===== src/rtl/ff_scan_chain_ctrl.sv =====
// ---------------------------------------------------------------------------
// ff_scan_chain_ctrl
//
// Sequencer for the ff_phy scan path. One operation shifts CHAIN_LEN pattern
// bits into the chain head while the previous chain contents leave the tail.
// It can optionally fire one functional capture clock, after which the chain
// is released. Each shift beat is a ready/valid handshake on both streams:
// a pattern bit enters the head on the same edge that a response bit leaves
// the tail, so no bit is lost or duplicated. Stalls are unbounded.
//
// Parameters
//   CHAIN_LEN      number of GC_FFN cells in the chain (>= 2)
//   CNT_W          width of the shift-beat counter
//
// Ports
//   clk            controller and chain clock (same net as ff_phy_C)
//   global_resetn  asynchronous active-low reset
//   start          begin one operation; level, sampled in IDLE/DONE
//   capture_en     sampled with start: 1 = capture cycle after the shift
//   busy           high in SHIFT and CAPTURE
//   done           one-cycle pulse when an operation completes
//   s_valid/s_data/s_ready   pattern stream into the chain head
//   m_valid/m_data/m_ready   response stream out of the chain tail
//   scan_mode, scan_en, scan_ce, scan_si   drives to ff_phy
//   scan_so        chain tail output from ff_phy
//
// Build option
//   SCAN_CTRL_ABORT_EN : adds input abort and sticky output aborted. An abort
//   in SHIFT or CAPTURE returns to IDLE on the next edge with no beat or
//   capture on that edge and no done pulse.
//
// All outputs are combinational from state and handshake inputs.
// ---------------------------------------------------------------------------
module ff_scan_chain_ctrl #(
    parameter int unsigned CHAIN_LEN = 32,
    parameter int unsigned CNT_W     = $clog2(CHAIN_LEN)
) (
    input  logic clk,
    input  logic global_resetn,
`ifdef SCAN_CTRL_ABORT_EN
    input  logic abort,
    output logic aborted,
`endif
    input  logic start,
    input  logic capture_en,
    output logic busy,
    output logic done,
    input  logic s_valid,
    input  logic s_data,
    output logic s_ready,
    output logic m_valid,
    output logic m_data,
    input  logic m_ready,
    output logic scan_mode,
    output logic scan_en,
    output logic scan_ce,
    output logic scan_si,
    input  logic scan_so
);

    typedef enum logic [1:0] {
        ST_IDLE,
        ST_SHIFT,
        ST_CAPTURE,
        ST_DONE
    } state_t;

    localparam logic [CNT_W-1:0] CNT_LAST = CNT_W'(CHAIN_LEN - 1);

    state_t           state_q, state_d;
    logic [CNT_W-1:0] cnt_q, cnt_d;
    logic             cap_q, cap_d;
    logic             abort_req;
    logic             beat;

`ifdef SCAN_CTRL_ABORT_EN
    logic aborted_q, aborted_d;

    assign abort_req = abort;
    assign aborted   = aborted_q;
`else
    assign abort_req = 1'b0;
`endif

    // ------------------------------------------------------------------
    // State register
    // ------------------------------------------------------------------
    always_ff @(posedge clk or negedge global_resetn) begin
        if (!global_resetn) begin
            state_q   <= ST_IDLE;
            cnt_q     <= '0;
            cap_q     <= 1'b0;
`ifdef SCAN_CTRL_ABORT_EN
            aborted_q <= 1'b0;
`endif
        end else begin
            state_q   <= state_d;
            cnt_q     <= cnt_d;
            cap_q     <= cap_d;
`ifdef SCAN_CTRL_ABORT_EN
            aborted_q <= aborted_d;
`endif
        end
    end

    // ------------------------------------------------------------------
    // Next state and outputs
    // ------------------------------------------------------------------
    always_comb begin
        state_d   = state_q;
        cnt_d     = cnt_q;
        cap_d     = cap_q;
`ifdef SCAN_CTRL_ABORT_EN
        aborted_d = aborted_q;
`endif
        beat      = 1'b0;

        busy      = 1'b0;
        done      = 1'b0;
        s_ready   = 1'b0;
        m_valid   = 1'b0;
        m_data    = 1'b0;
        scan_mode = 1'b0;
        scan_en   = 1'b0;
        scan_ce   = 1'b0;
        scan_si   = 1'b0;

        unique case (state_q)
            ST_IDLE: begin
                if (start) begin
                    state_d   = ST_SHIFT;
                    cap_d     = capture_en;
                    cnt_d     = '0;
`ifdef SCAN_CTRL_ABORT_EN
                    aborted_d = 1'b0;
`endif
                end
            end

            ST_SHIFT: begin
                busy      = 1'b1;
                scan_mode = 1'b1;
                scan_en   = 1'b1;
                scan_si   = s_data;
                m_data    = scan_so;
                // An abort suppresses the handshake on both streams so that
                // neither side believes a bit moved on the aborting edge.
                s_ready   = m_ready & ~abort_req;
                m_valid   = s_valid & ~abort_req;
                beat      = s_valid & m_ready & ~abort_req;
                scan_ce   = beat;

                if (abort_req) begin
                    state_d   = ST_IDLE;
`ifdef SCAN_CTRL_ABORT_EN
                    aborted_d = 1'b1;
`endif
                end else if (beat) begin
                    if (cnt_q == CNT_LAST) begin
                        cnt_d   = '0;
                        state_d = cap_q ? ST_CAPTURE : ST_DONE;
                    end else begin
                        cnt_d   = cnt_q + CNT_W'(1);
                    end
                end
            end

            ST_CAPTURE: begin
                busy = 1'b1;
                // scan_en low with E high loads every FF from its D input.
                scan_ce = ~abort_req;
                if (abort_req) begin
                    state_d   = ST_IDLE;
`ifdef SCAN_CTRL_ABORT_EN
                    aborted_d = 1'b1;
`endif
                end else begin
                    state_d = ST_DONE;
                end
            end

            ST_DONE: begin
                done = 1'b1;
                // Accepting start here gives back-to-back operations.
                if (start) begin
                    state_d   = ST_SHIFT;
                    cap_d     = capture_en;
                    cnt_d     = '0;
`ifdef SCAN_CTRL_ABORT_EN
                    aborted_d = 1'b0;
`endif
                end else begin
                    state_d = ST_IDLE;
                end
            end

            default: begin
                state_d = ST_IDLE;
            end
        endcase
    end

endmodule


===== config.mk =====
export PLATFORM = sky130hd
export DESIGN_NAME = ff_scan_chain_ctrl
export DESIGN_NICKNAME = d
export VERILOG_FILES = /design/src/rtl/ff_scan_chain_ctrl.sv
export SDC_FILE = /design/constraint.sdc
export NUM_CORES = 1
export LEC_CHECK = 0
export BUFFER_PORTS_ARGS = -buffer_cell sky130_fd_sc_hd__buf_2
export CAP_MARGIN = 10
export CORE_UTILIZATION = 25
export DETAILED_ROUTE_END_ITERATION = 12
export HOLD_SLACK_MARGIN = 0.06
export MAX_ROUTING_LAYER = met4
export SYNTH_ARGS = -nofsm -noshare
export SYNTH_HDL_FRONTEND = slang
export SYNTH_SLANG_ARGS = --single-unit

===== constraint.sdc =====
create_clock -name clk -period 3.3 [get_ports clk]
set_input_delay 0.33 -clock clk [delete_from_list [all_inputs] [get_ports clk]]
set_output_delay 0.33 -clock clk [all_outputs]
set_load 0.01 [all_outputs]

# Yosys cells after proc, flatten, opt, wreduce, memory -nomap -nowiden
# Cells that the tools add are included.
# op_classes
mul,0
n_bitwise,1
n_eq_ne,8
n_mux,18
n_shift,0
n_reduce_logical,7
div_mod_pow,0
addsub,1
magnitude_cmp,0
# op_table
operator,count
2-to-1 mux 5 bit,3
case mux 5 bit (2 select lines),1
2-to-1 mux 1 bit,9
case mux 2 bit (4 select lines),1
2-to-1 mux 2 bit,3
"!= test 2 bit, second input constant",3
AND reduction 3 bit,2
"adder 5 x 1 -> 5 bit, second input constant",1
"== test 5 bit, second input constant",1
"== test 2 bit, second input constant",2
OR reduction 2 bit,2
"== test 2 x 1 -> 1 bit, second input constant",1
logical NOT 2 bit,1
"!= test 2 x 1 -> 1 bit, second input constant",1
case mux 1 bit (2 select lines),1
AND reduction 2 bit,1
nonzero test 2 bit,1
AND 1 bit,1
# totals
latchBits,0
memories,0
output_inout_bits,9
elab_cells,38
inputBits,8
ram_bits,0
romBits,0
ff_bits,8

# Depth between registers and ports, before layout
# Gate-level depths: netlist of run 1.
# logic_depth
ltp_word,4
depth_mapped,6
mapped_depth_nobuf,6

# Worst setup path before layout of run 1
# OpenSTA, ideal clock, no wires.
# synth_timing
path_type,register -> output
start,register state_q[1]
end,output port scan_ce
setup_slack_ns,1.694
t_required_ns,2.970
t_arrival_ns,1.276
stages_incl_launch_ff,6
path_buffers,1
path_cell_list,dfrtp_1 inv_1 ha_1 buf_4 and3_2 o21a_1
# synth_via
elab_chain_cells,2
word_cells_on_any_way,3
cone_classes,2 x eq/ne; 1 x mux
# synth_lines
element,line_no,rtl
from (decl),70,"state_t state_q, state_d;"
from (signal assigned),97,state_q <= state_d;
== test 2 bit / == test 2 x 1 -> 1 bit (equally long branches),128,unique case (state_q)
case mux 1 bit (2 select lines) (*),128,
to (decl),56,"output logic scan_ce,"
# Every way passes the cells marked *; elsewhere a longest branch is shown, timed or not.

# Worst setup path after layout of run 1
# Same ends and word-level chain as after synthesis.

==> key figures, run 1 <==
Routing
  • Routed wire length per instance: 10.30 um
  • Routed Antenna Nets: 0
  • Iter 0 DRT Violations: 22
  • First-pass DRT Iterations: 4
  • Post-DR vias/cell: ~4.4
  • DR vias: roughly 440
  • Routed Wire Length: about 1000 um
  • DR DRC count: 0

Global routing
  • Grt total ovfl: 0
  • Initial antenna violation count: 0
  • GRT Util Overall: 0.09872
  • First-pass GRT wire length: about 1800 um
  • Largest net degree at the start of global routing: 14
  • Vias in the first global route: roughly 420

Layout
  • FF+latch area: between 200 and 250 um2
  • Commonest cells after routing, fill and taps aside: 16 x buf_2, 8 x dfrtp_1, 7 x ha_1, 6 x inv_1, 5 x nand3_1
  • Synthesis-to-layout area growth: 23.44%
  • Cell Count, Final, Fillers Out: just over 100
  • # diodes: 0
  • Most common cell after layout, fill and taps aside: buf_2
  • FILL cells: around 220
  • Layout Nets: approximately 90
  • Fraction of layout cells with a size suffix above 1: 0.3108
  • Area occupied by multi-input gates: 322.8 um2

Placement
  • Placer Congestion: slightly below 0.9
  • Number of buffers inserted by port buffering: 16
  • Pre-CTS WS: 1.535 ns
  • Dpl cells: 97

Worst setup path
  • Kind of critical path: register to output pin
  • Critical Path, Cell by Cell: inv_1 > ha_1 > and3_2 > o21a_1 > buf_2
  • Crit-path max FO: 13
  • Critical path capture point type: output pin
  • Crit path required time: roughly 3.0 ns
  • Slowest stage cell, crit path: dfrtp_1
  • Worst setup SP type: register
  • R2r worst-path depth: 5
  • CP arrival: 1.69 ns
  • Slowest Stage Delay on Critical Path: around 0.40 ns

Clock network
  • Clock Tree Buf Depth: 2
  • Worst skew pair latency: about 0.24 ns
  • H-tree depth: 1
  • TritonCTS clock tree: done
  • Reg clk slew, reported paths: roughly 0.050 ns
  • Num CTS Buffers: 3
  • Post-CTS Setup Bufs: 0
  • Clock tree sinks: 8
  • Clock Root Buffer: clkbuf_4

Power and ir drop
  • Clock Power Share: 0.124
  • Sw Pwr: around 240 uW
  • VDD IR max: between 0.2 and 0.3 mV
  • Pwr dens: 809.5 nW/um2
  • Combinational share of power: 0.613
  • Lkg Pwr: ~0.35 nW
  • Sequential Power Share: 0.263
  • Total power: 560.1 uW
  • Power Internal: about 320 uW
  • Sw Share: 0.4292

Status
  • Status: completed

Die
  • I/O pin cnt: 17
  • Row cnt: 16
  • Die width: ~49 um
  • Die Y-Extent: approximately 49 um
  • DIE AREA: 2435 um2
  • Starting Density: 0.2745
  • Area of the core: 2042 um2

STA
  • Final Hold Slack: 0.3209 ns
  • Slew Limit Fails: 0
  • Final Hold Vio Count: 0
  • Setup tns final: 0 ns
  • Worst Setup Slack, final: between 1 and 1.5 ns
  • Max-slew headroom: 0.7458
  • Tightest Pin Transition: approximately 0.37 ns
  • Fin crit share: 0.6131
  • Setup-failing EPs final: 0
  • Crit path time final: a little over 2 ns
  • Clock Skew: a little under 0.001 ns
  • Achievable Freq: ~500 MHz
  • RSZ-0062 raised after global routing: false

Yosys
  • Synth Instances: 56
  • Syn Nets: 71
  • Flops & latches, synth: 8
  • Ys Warns: 0
  • Synth Cell Area: around 560 um2
  • Register area share after synthesis: 0.3571
  • Synth unique cells: 20
  • Syn_area_per_cell: approximately 10 um2

Flow run
  • Max cap viols: 0

Hold path
  • Hold Path Stages: 2
  • HP Class: input pin to register
[sequential cells by signal, summed over array words and instances (netlist names)]
name / flops
cnt_q: 5
cap_q: 1
state_q: 2
[path summary, 6_finish.rpt]
check                              startpoint          to  slack (ns)
worst min-delay path               capture_en       cap_q        0.32
worst max-delay path               state_q[1]     scan_ce        1.28
worst min register to register          cap_q       cap_q        0.50
min in group asynchronous       global_resetn    cnt_q[3]        0.45
worst max register to register     state_q[0]    cnt_q[2]        1.61
max in group asynchronous       global_resetn  state_q[1]        2.69
[metal layers]
layer | vias to the layer above | share of wire | wire (um) | track usage
met5 | - | 0 | 0 | -
met3 | 2 | 0.059 | 61 | 0.02181
met4 | 0 | 0.012 | 12 | 0.05882
met1 | 192 | 0.53 | 552 | 0.1350
li1 | 230 | - | - | -
met2 | 17 | 0.40 | 414 | 0.1301
[metrics by stage]
step	instance area (um2)	util
finish	691.9	0.3388
global route	691.9	0.3388
CTS	691.9	0.3388
detailed placement	659.4	0.3229
global placement	659.4	0.3229
floorplan	560.5	-
[timing repair]
item / CTS / global route
endpoints found under the setup margin: 0 / 0
resized for setup: 0 / 0
hold buffers: 1 / 0
hold endpoints to repair: 8 / 0
[synth_stat cells, drive strengths merged]
master | number | area [um2]
a21oi | 2 | 17.52
nand2b | 1 | 6.260
and2b | 1 | 8.760
buf | 2 | 15.01
nor2b | 3 | 18.77
o21a | 1 | 7.510
inv | 6 | 22.52
nand2 | 2 | 7.510
a221oi | 2 | 17.52
ha | 7 | 87.58
nand3 | 5 | 25.02
o21ai | 2 | 10.01
and3 | 2 | 13.77
o22ai | 1 | 6.260
mux2i | 4 | 40.04
and2 | 4 | 25.02
a2111oi | 1 | 8.760
dfrtp | 8 | 200.2
mux2 | 2 | 22.52
[power by group through the flow]
stage               Clock (mW)  Combinational, mW  Sequential, mW
floorplan                    0              0.265           0.145
global placement             0              0.340           0.149
detailed placement           0              0.349           0.149
CTS                     0.0739              0.349           0.147
global route            0.0792              0.383           0.151
finish                  0.0695              0.343           0.147
[area by class of cell]
class	instances	area share
multi-input combinational	40	0.4665
sequential	8	0.2893
timing repair buffer	17	0.1302
tap	27	0.04882
clock buffer	3	0.03255
inverter	6	0.03255
[critical path, delay by kind of cell, from the launching register on]
family                     cells  cell delay [ns]
and+or+nand+nor                1             0.31
AOI/OAI and AO/OA              1             0.12
adders and majority gates      1             0.40
DFF                            1             0.40
buffers and inverters          2             0.23
[cell families (layout without fill, tap and decap cells)]
logic type	after synthesis	count (layout)	share of synthesized area
flip-flops	8	8	0.3571
buffers and inverters	8	26	0.06695
AO/OA/AOI/OAI	9	9	0.1206
multiplexers	6	6	0.1116
AND/OR/NAND/NOR	18	18	0.1875
adder cells (fa/ha/maj)	7	7	0.1562
Power figures use the tool's default switching activity.
==> inputs of run 2 (changes only) <==
==> constraint.sdc (replaced) <==
create_clock -name clk -period 2 [get_ports clk]
set_input_delay 0.2 -clock clk [delete_from_list [all_inputs] [get_ports clk]]
set_output_delay 0.2 -clock clk [all_outputs]
set_load 0.01 [all_outputs]
==> key figures, run 2 (synthesized netlist as in run 1, its figures left out) <==
Status
  • Status: completed

Worst setup path
  • R2r worst-path depth: 6 (+1)
  • Critical Path, Cell by Cell: inv_1 > ha_2 > and3_2 > o21a_1 > buf_2
  • Critical path capture point type: output pin
  • Reg2Reg Setup Slack: 0.33 ns (-1.28 ns)
  • Slowest Stage Delay on Critical Path: 0.40 ns (about the same)
  • Buf/Inv on CP: 2 (unchanged)
  • Slowest stage cell, crit path: dfrtp_1
  • Kind of critical path: register to output pin
  • R2R Path End: state_q[1]
  • Crit path required time: 1.80 ns (-1.17 ns)
  • Worst setup SP type: register
  • FF-to-FF Start: cnt_q[0]
  • Crit-path max FO: 13 (unchanged)
  • CP arrival: 1.58 ns (-0.11 ns)
  • CP top delay family: flip-flops

STA
  • Slew Limit Fails: 0 (unchanged)
  • Final Hold Vio Count: 0 (unchanged)
  • Fin crit share: 0.8911
  • RSZ-0062 raised after global routing: false
  • Setup-failing EPs final: 0 (unchanged)
  • Tightest Pin Transition: 0.3520 ns (-0.01964 ns)
  • Final Hold Slack: 0.1881 ns (-0.1327 ns)
  • Max-slew headroom: 0.7593 (+0.01343)
  • Clock Skew: 0.001866 ns (+0.0009005 ns)
  • Crit path time final: ~1.8 ns
  • Achievable Freq: 561.1 MHz
  • Setup tns final: 0 ns (unchanged)

Clock network
  • Worst skew pair latency: 0.25 ns (about the same)
  • Clock tree sinks: 8 (unchanged)
  • TritonCTS clock tree: done
  • Post-CTS Setup Bufs: 0 (unchanged)
  • Clock Root Buffer: clkbuf_4
  • Clock Tree Buf Depth: 2 (unchanged)
  • Reg clk slew, reported paths: 0.05 ns (about the same)
  • H-tree depth: 1 (unchanged)
  • Num CTS Buffers: 3 (unchanged)

Routing
  • Routed Wire Length: 1064 um (+2.3%)
  • Routed wire length per instance: 10.53 um (+2.3%)
  • Post-DR vias/cell: 4.475 (+2.5%)
  • First-pass DRT Iterations: 4 (unchanged)
  • DR vias: 452 (+2.5%)
  • Routed Antenna Nets: 0 (unchanged)
  • DR DRC count: 0 (unchanged)
  • Iter 0 DRT Violations: 8 (-64%)

Die
  • DIE AREA: 2435 um2 (unchanged)
  • I/O pin cnt: 17 (unchanged)
  • Die width: 49.35 um (unchanged)
  • Starting Density: 0.2745 (unchanged)
  • Row cnt: 16 (unchanged)
  • Die Y-Extent: 49.35 um (unchanged)
  • Area of the core: 2042 um2 (unchanged)

Layout
  • Layout Nets: 91 (unchanged)
  • Fraction of layout cells with a size suffix above 1: 0.3243 (+0.01351)
  • Most common cell after layout, fill and taps aside: buf_2
  • Cell Count, Final, Fillers Out: 101 (unchanged)
  • Max reg flops: 5 (unchanged)
  • Core Util, Final: 0.3401 (+0.001226)
  • Commonest cells after routing, fill and taps aside: 16 x buf_2, 8 x dfrtp_1, 6 x inv_1, 6 x ha_1, 5 x nand3_1
  • Biggest regs: cnt_q x5, state_q x2, cap_q x1
  • # diodes: 0 (unchanged)
  • Synthesis-to-layout area growth: 23.88%
  • Biggest register: cnt_q
  • FILL cells: 219 (-1.4%)

Global routing
  • Initial antenna violation count: 0 (unchanged)
  • GRT Util Overall: 0.1007 (+0.001947)
  • Vias in the first global route: 402 (-3.6%)
  • Largest net degree at the start of global routing: 14 (unchanged)
  • First-pass GRT wire length: 1766 um (+0.80%)
  • Grt total ovfl: 0 (unchanged)

Placement
  • Detailed-placement wirelength estimate: 857.2 um
  • Placer Congestion: 0.7517 (-15%)
  • Number of buffers inserted by port buffering: 16 (unchanged)
  • Dpl cells: 97 (unchanged)

Power and ir drop
  • Lkg Pwr: 0.3466 nW (-0.44%)
  • Total power: 933.0 uW (+67%)
  • Pwr dens: 1344 nW/um2 (+66%)
  • VDD IR max: 0.4118 mV (+63%)

Flow run
  • Max cap viols: 0 (unchanged)

Hold path
  • Hold Path Stages: 2 (unchanged)
  • HP Class: input pin to register
  • Worst hold path startpoint: capture_en
  • Hold endpoint: cap_q
[run 2: layout make-up]
type / count / area, um2 / area share
clock buffers: 3 / 22.52 / 0.03243
well taps: 27 / 33.78 / 0.04865
repair buffers: 17 / 90.09 / 0.1297
inverters: 6 / 22.52 / 0.03243
multi-input cells: 40 / 325.3 / 0.4685
flip-flops and latches: 8 / 200.2 / 0.2883
[run 2: repair_timing]
item | in CTS | in global routing
setup endpoints to repair | 0 | 1
gates resized for setup | 0 | 1
hold endpoints to repair | 8 | 0
hold buffers | 1 | 0
[run 2: metal layers]
layer | track usage | part of all wire
met5 | - | 0
met4 | 0.04412 | 0.0085
met3 | 0.04361 | 0.070
met2 | 0.1438 | 0.42
met1 | 0.1214 | 0.50
[run 2: how the worst max path moves through the flow]
stage / start / endpoint / depth (start not counted)
floorplan: state_q[0] / cnt_q[2] / 5
global placement: cnt_q[0] / state_q[1] / 6
detailed placement: cnt_q[0] / state_q[1] / 6
CTS: state_q[1] / scan_ce / 5
global route: state_q[1] / scan_ce / 5
finish: state_q[1] / scan_ce / 5
[run 2: worst reg2reg max path: cells and delay by family (launching register included)]
family / cells / cell delay (ns)
flip-flops: 1 / 0.38
adder cells (fa/ha/maj): 2 / 0.37
AND/OR/NAND/NOR: 2 / 0.29
multiplexers: 1 / 0.34
AO/OA/AOI/OAI: 1 / 0.19
[run 2: where the power goes]
| part | switching [mW] | internal [mW] |
|---|---|---|
| sequential | 0.0358 | 0.209 |
| clock | 0.0524 | 0.0685 |
| combinational | 0.315 | 0.253 |
| total | 0.403 | 0.530 |
[run 2: through the flow]
step	instance area, um2	setup slack (ns)
global placement	659.4	0.3334
finish	694.4	0.2178
global route	694.4	0.09380
detailed placement	659.4	0.3369
floorplan	560.5	0.4565
CTS	691.9	0.07635
==> inputs of run 3 (changes only) <==
--- a/config.mk
+++ b/config.mk
@@ -11,6 +11,7 @@
 export DETAILED_ROUTE_END_ITERATION = 12
 export HOLD_SLACK_MARGIN = 0.06
 export MAX_ROUTING_LAYER = met4
+export RECOVER_POWER = 100
 export SYNTH_ARGS = -nofsm -noshare
 export SYNTH_HDL_FRONTEND = slang
 export SYNTH_SLANG_ARGS = --single-unit
==> key figures, run 3 (synthesized netlist as in run 1, its figures left out) <==
STA
  • Clock Skew: 0.002027 ns (+0.0001612 ns)
  • Setup-failing EPs final: 0 (unchanged)
  • Setup tns final: 0 ns (unchanged)
  • Max-slew headroom: 0.6951 (-0.06412)
  • Achievable Freq: 558.8 MHz (-0.41%)
  • RSZ-0062 raised after global routing: false
  • Worst Setup Slack, final: 0.2104 ns (-0.007363 ns)
  • Slew Limit Fails: 0 (unchanged)
  • Fin crit share: 0.8948 (+0.003682)
  • Crit path time final: 1.790 ns (+0.007363 ns)
  • Tightest Pin Transition: 0.4573 ns (+0.1053 ns)
  • Final Hold Vio Count: 0 (unchanged)

Worst setup path
  • Crit path required time: 1.80 ns (about the same)
  • Critical path capture point type: output pin
  • Slowest Stage Delay on Critical Path: 0.40 ns (about the same)
  • Kind of critical path: register to output pin
  • Buf/Inv on CP: 2 (unchanged)
  • Worst setup SP type: register
  • Critical Path, Cell by Cell: inv_1 > ha_2 > and3_1 > o21a_1 > buf_2
  • CP arrival: 1.59 ns (about the same)
  • Slowest stage cell, crit path: dfrtp_1
  • Crit-path max FO: 13 (unchanged)
  • CP top delay family: flip-flops

Routing
  • First-pass DRT Iterations: 4 (unchanged)
  • Post-DR vias/cell: 4.485 (+0.22%)
  • Iter 0 DRT Violations: 5 (-3)
  • Routed Antenna Nets: 0 (unchanged)
  • Routed Wire Length: 1059 um (-0.47%)
  • DR vias: 453 (+0.22%)
  • DR DRC count: 0 (unchanged)
  • Routed wire length per instance: 10.49 um (-0.47%)

Die
  • Starting Density: 0.2745 (unchanged)
  • DIE AREA: 2435 um2 (unchanged)
  • Die Y-Extent: 49.35 um (unchanged)
  • I/O pin cnt: 17 (unchanged)
  • Row cnt: 16 (unchanged)
  • Area of the core: 2042 um2 (unchanged)
  • Die width: 49.35 um (unchanged)

Flow run
  • Max cap viols: 0 (unchanged)

Global routing
  • First-pass GRT wire length: 1766 um (unchanged)
  • Initial antenna violation count: 0 (unchanged)
  • Grt total ovfl: 0 (unchanged)
  • Vias in the first global route: 402 (unchanged)
  • Largest net degree at the start of global routing: 14 (unchanged)
  • GRT Util Overall: 0.1007 (unchanged)

Power and ir drop
  • Power Internal: 500.6 uW (-5.6%)
  • Sequential Power Share: 0.273 (+0.011)
  • Combinational share of power: 0.592 (-0.016)
  • VDD IR max: 0.3873 mV (-6.0%)
  • Clock Power Share: 0.135 (+0.005)
  • Pwr dens: 1330 nW/um2 (-1.0%)
  • Sw Share: 0.4419 (+0.01019)
  • Sw Pwr: 396.4 uW (-1.6%)
  • Lkg Pwr: 0.3179 nW (-8.3%)

Clock network
  • Clock Root Buffer: clkbuf_4
  • Num CTS Buffers: 3 (unchanged)
  • Clock Tree Buf Depth: 2 (unchanged)
  • Worst skew pair latency: 0.25 ns (about the same)
  • Post-CTS Setup Bufs: 0 (unchanged)
  • H-tree depth: 1 (unchanged)
  • Clock tree sinks: 8 (unchanged)
  • TritonCTS clock tree: done
  • Reg clk slew, reported paths: 0.05 ns (about the same)

Layout
  • # diodes: 0 (unchanged)
  • Commonest cells after routing, fill and taps aside: 8 x dfrtp_1, 8 x buf_2, 8 x clkbuf_1, 6 x inv_1, 6 x ha_1
  • Layout Nets: 91 (unchanged)
  • Synthesis-to-layout area growth: 20.31%
  • Fraction of layout cells with a size suffix above 1: 0.1622 (-0.1622)
  • Biggest register: cnt_q
  • Max reg flops: 5 (unchanged)
  • Biggest regs: cnt_q x5, state_q x2, cap_q x1

Placement
  • Detailed-placement wirelength estimate: 857.2 um (unchanged)
  • Number of buffers inserted by port buffering: 16 (unchanged)
  • Placer Congestion: 0.7517 (unchanged)
  • Pre-CTS WS: 0.3369 ns (unchanged)

Hold path
  • HP Class: input pin to register

Status
  • Status: completed
[run 3: through the flow]
step / cell area [um2] / power, mW / std cells / util / hold WS, ns
finish: 674.4 / 0.8971 / 101 / 0.3303 / 0.1883
detailed placement: 659.4 / 0.8117 / 97 / 0.3229 / 0.05745
global placement: 659.4 / 0.8013 / 97 / 0.3229 / 0.05044
CTS: 691.9 / 0.9379 / 101 / 0.3388 / 0.1759
floorplan: 560.5 / 0.6766 / 56 / - / -0.09559
global route: 674.4 / 0.9761 / 101 / 0.3303 / 0.1833
[run 3: layout make-up]
type	count	area, um2
fillers	225	1368
multi-input cells	40	315.3
flip-flops and latches	8	200.2
repair buffers	17	80.08
well taps	27	33.78
clock buffers	3	22.52
inverters	6	22.52
[run 3: layer usage]
metal / GRT usage / vias to the layer above / share of wire
li1: - / 230 / -
met1: 0.1214 / 204 / 0.51
met5: - / - / 0
met3: 0.04361 / 2 / 0.071
met2: 0.1438 / 17 / 0.41
met4: 0.04412 / 0 / 0.0085
[run 3: what timing repair did]
item	in CTS	in global routing
endpoints found under the setup margin	0	1
hold endpoints to repair	8	0
hold buffers	1	0
resized for setup	0	1
[run 3: power groups by stage]
stage | Sequential [mW] | Clock [mW] | Combinational, mW
after floorplan | 0.239 | 0 | 0.438
after global placement | 0.243 | 0 | 0.558
after detailed placement | 0.247 | 0 | 0.565
after CTS | 0.244 | 0.127 | 0.567
after global routing | 0.250 | 0.135 | 0.591
final | 0.245 | 0.121 | 0.531
[run 3: final timing paths]
check / depth (start not counted) / to / slack, ns / from
worst min register to register: 1 / cap_q / 0.50 / cap_q
worst max register to register: 6 / state_q[1] / 0.28 / cnt_q[0]
worst max-delay path: 5 / scan_ce / 0.21 / state_q[1]
worst min-delay path: 2 / cap_q / 0.19 / capture_en
min in group asynchronous: 2 / cnt_q[1] / 0.40 / global_resetn
max in group asynchronous: 2 / state_q[0] / 1.28 / global_resetn
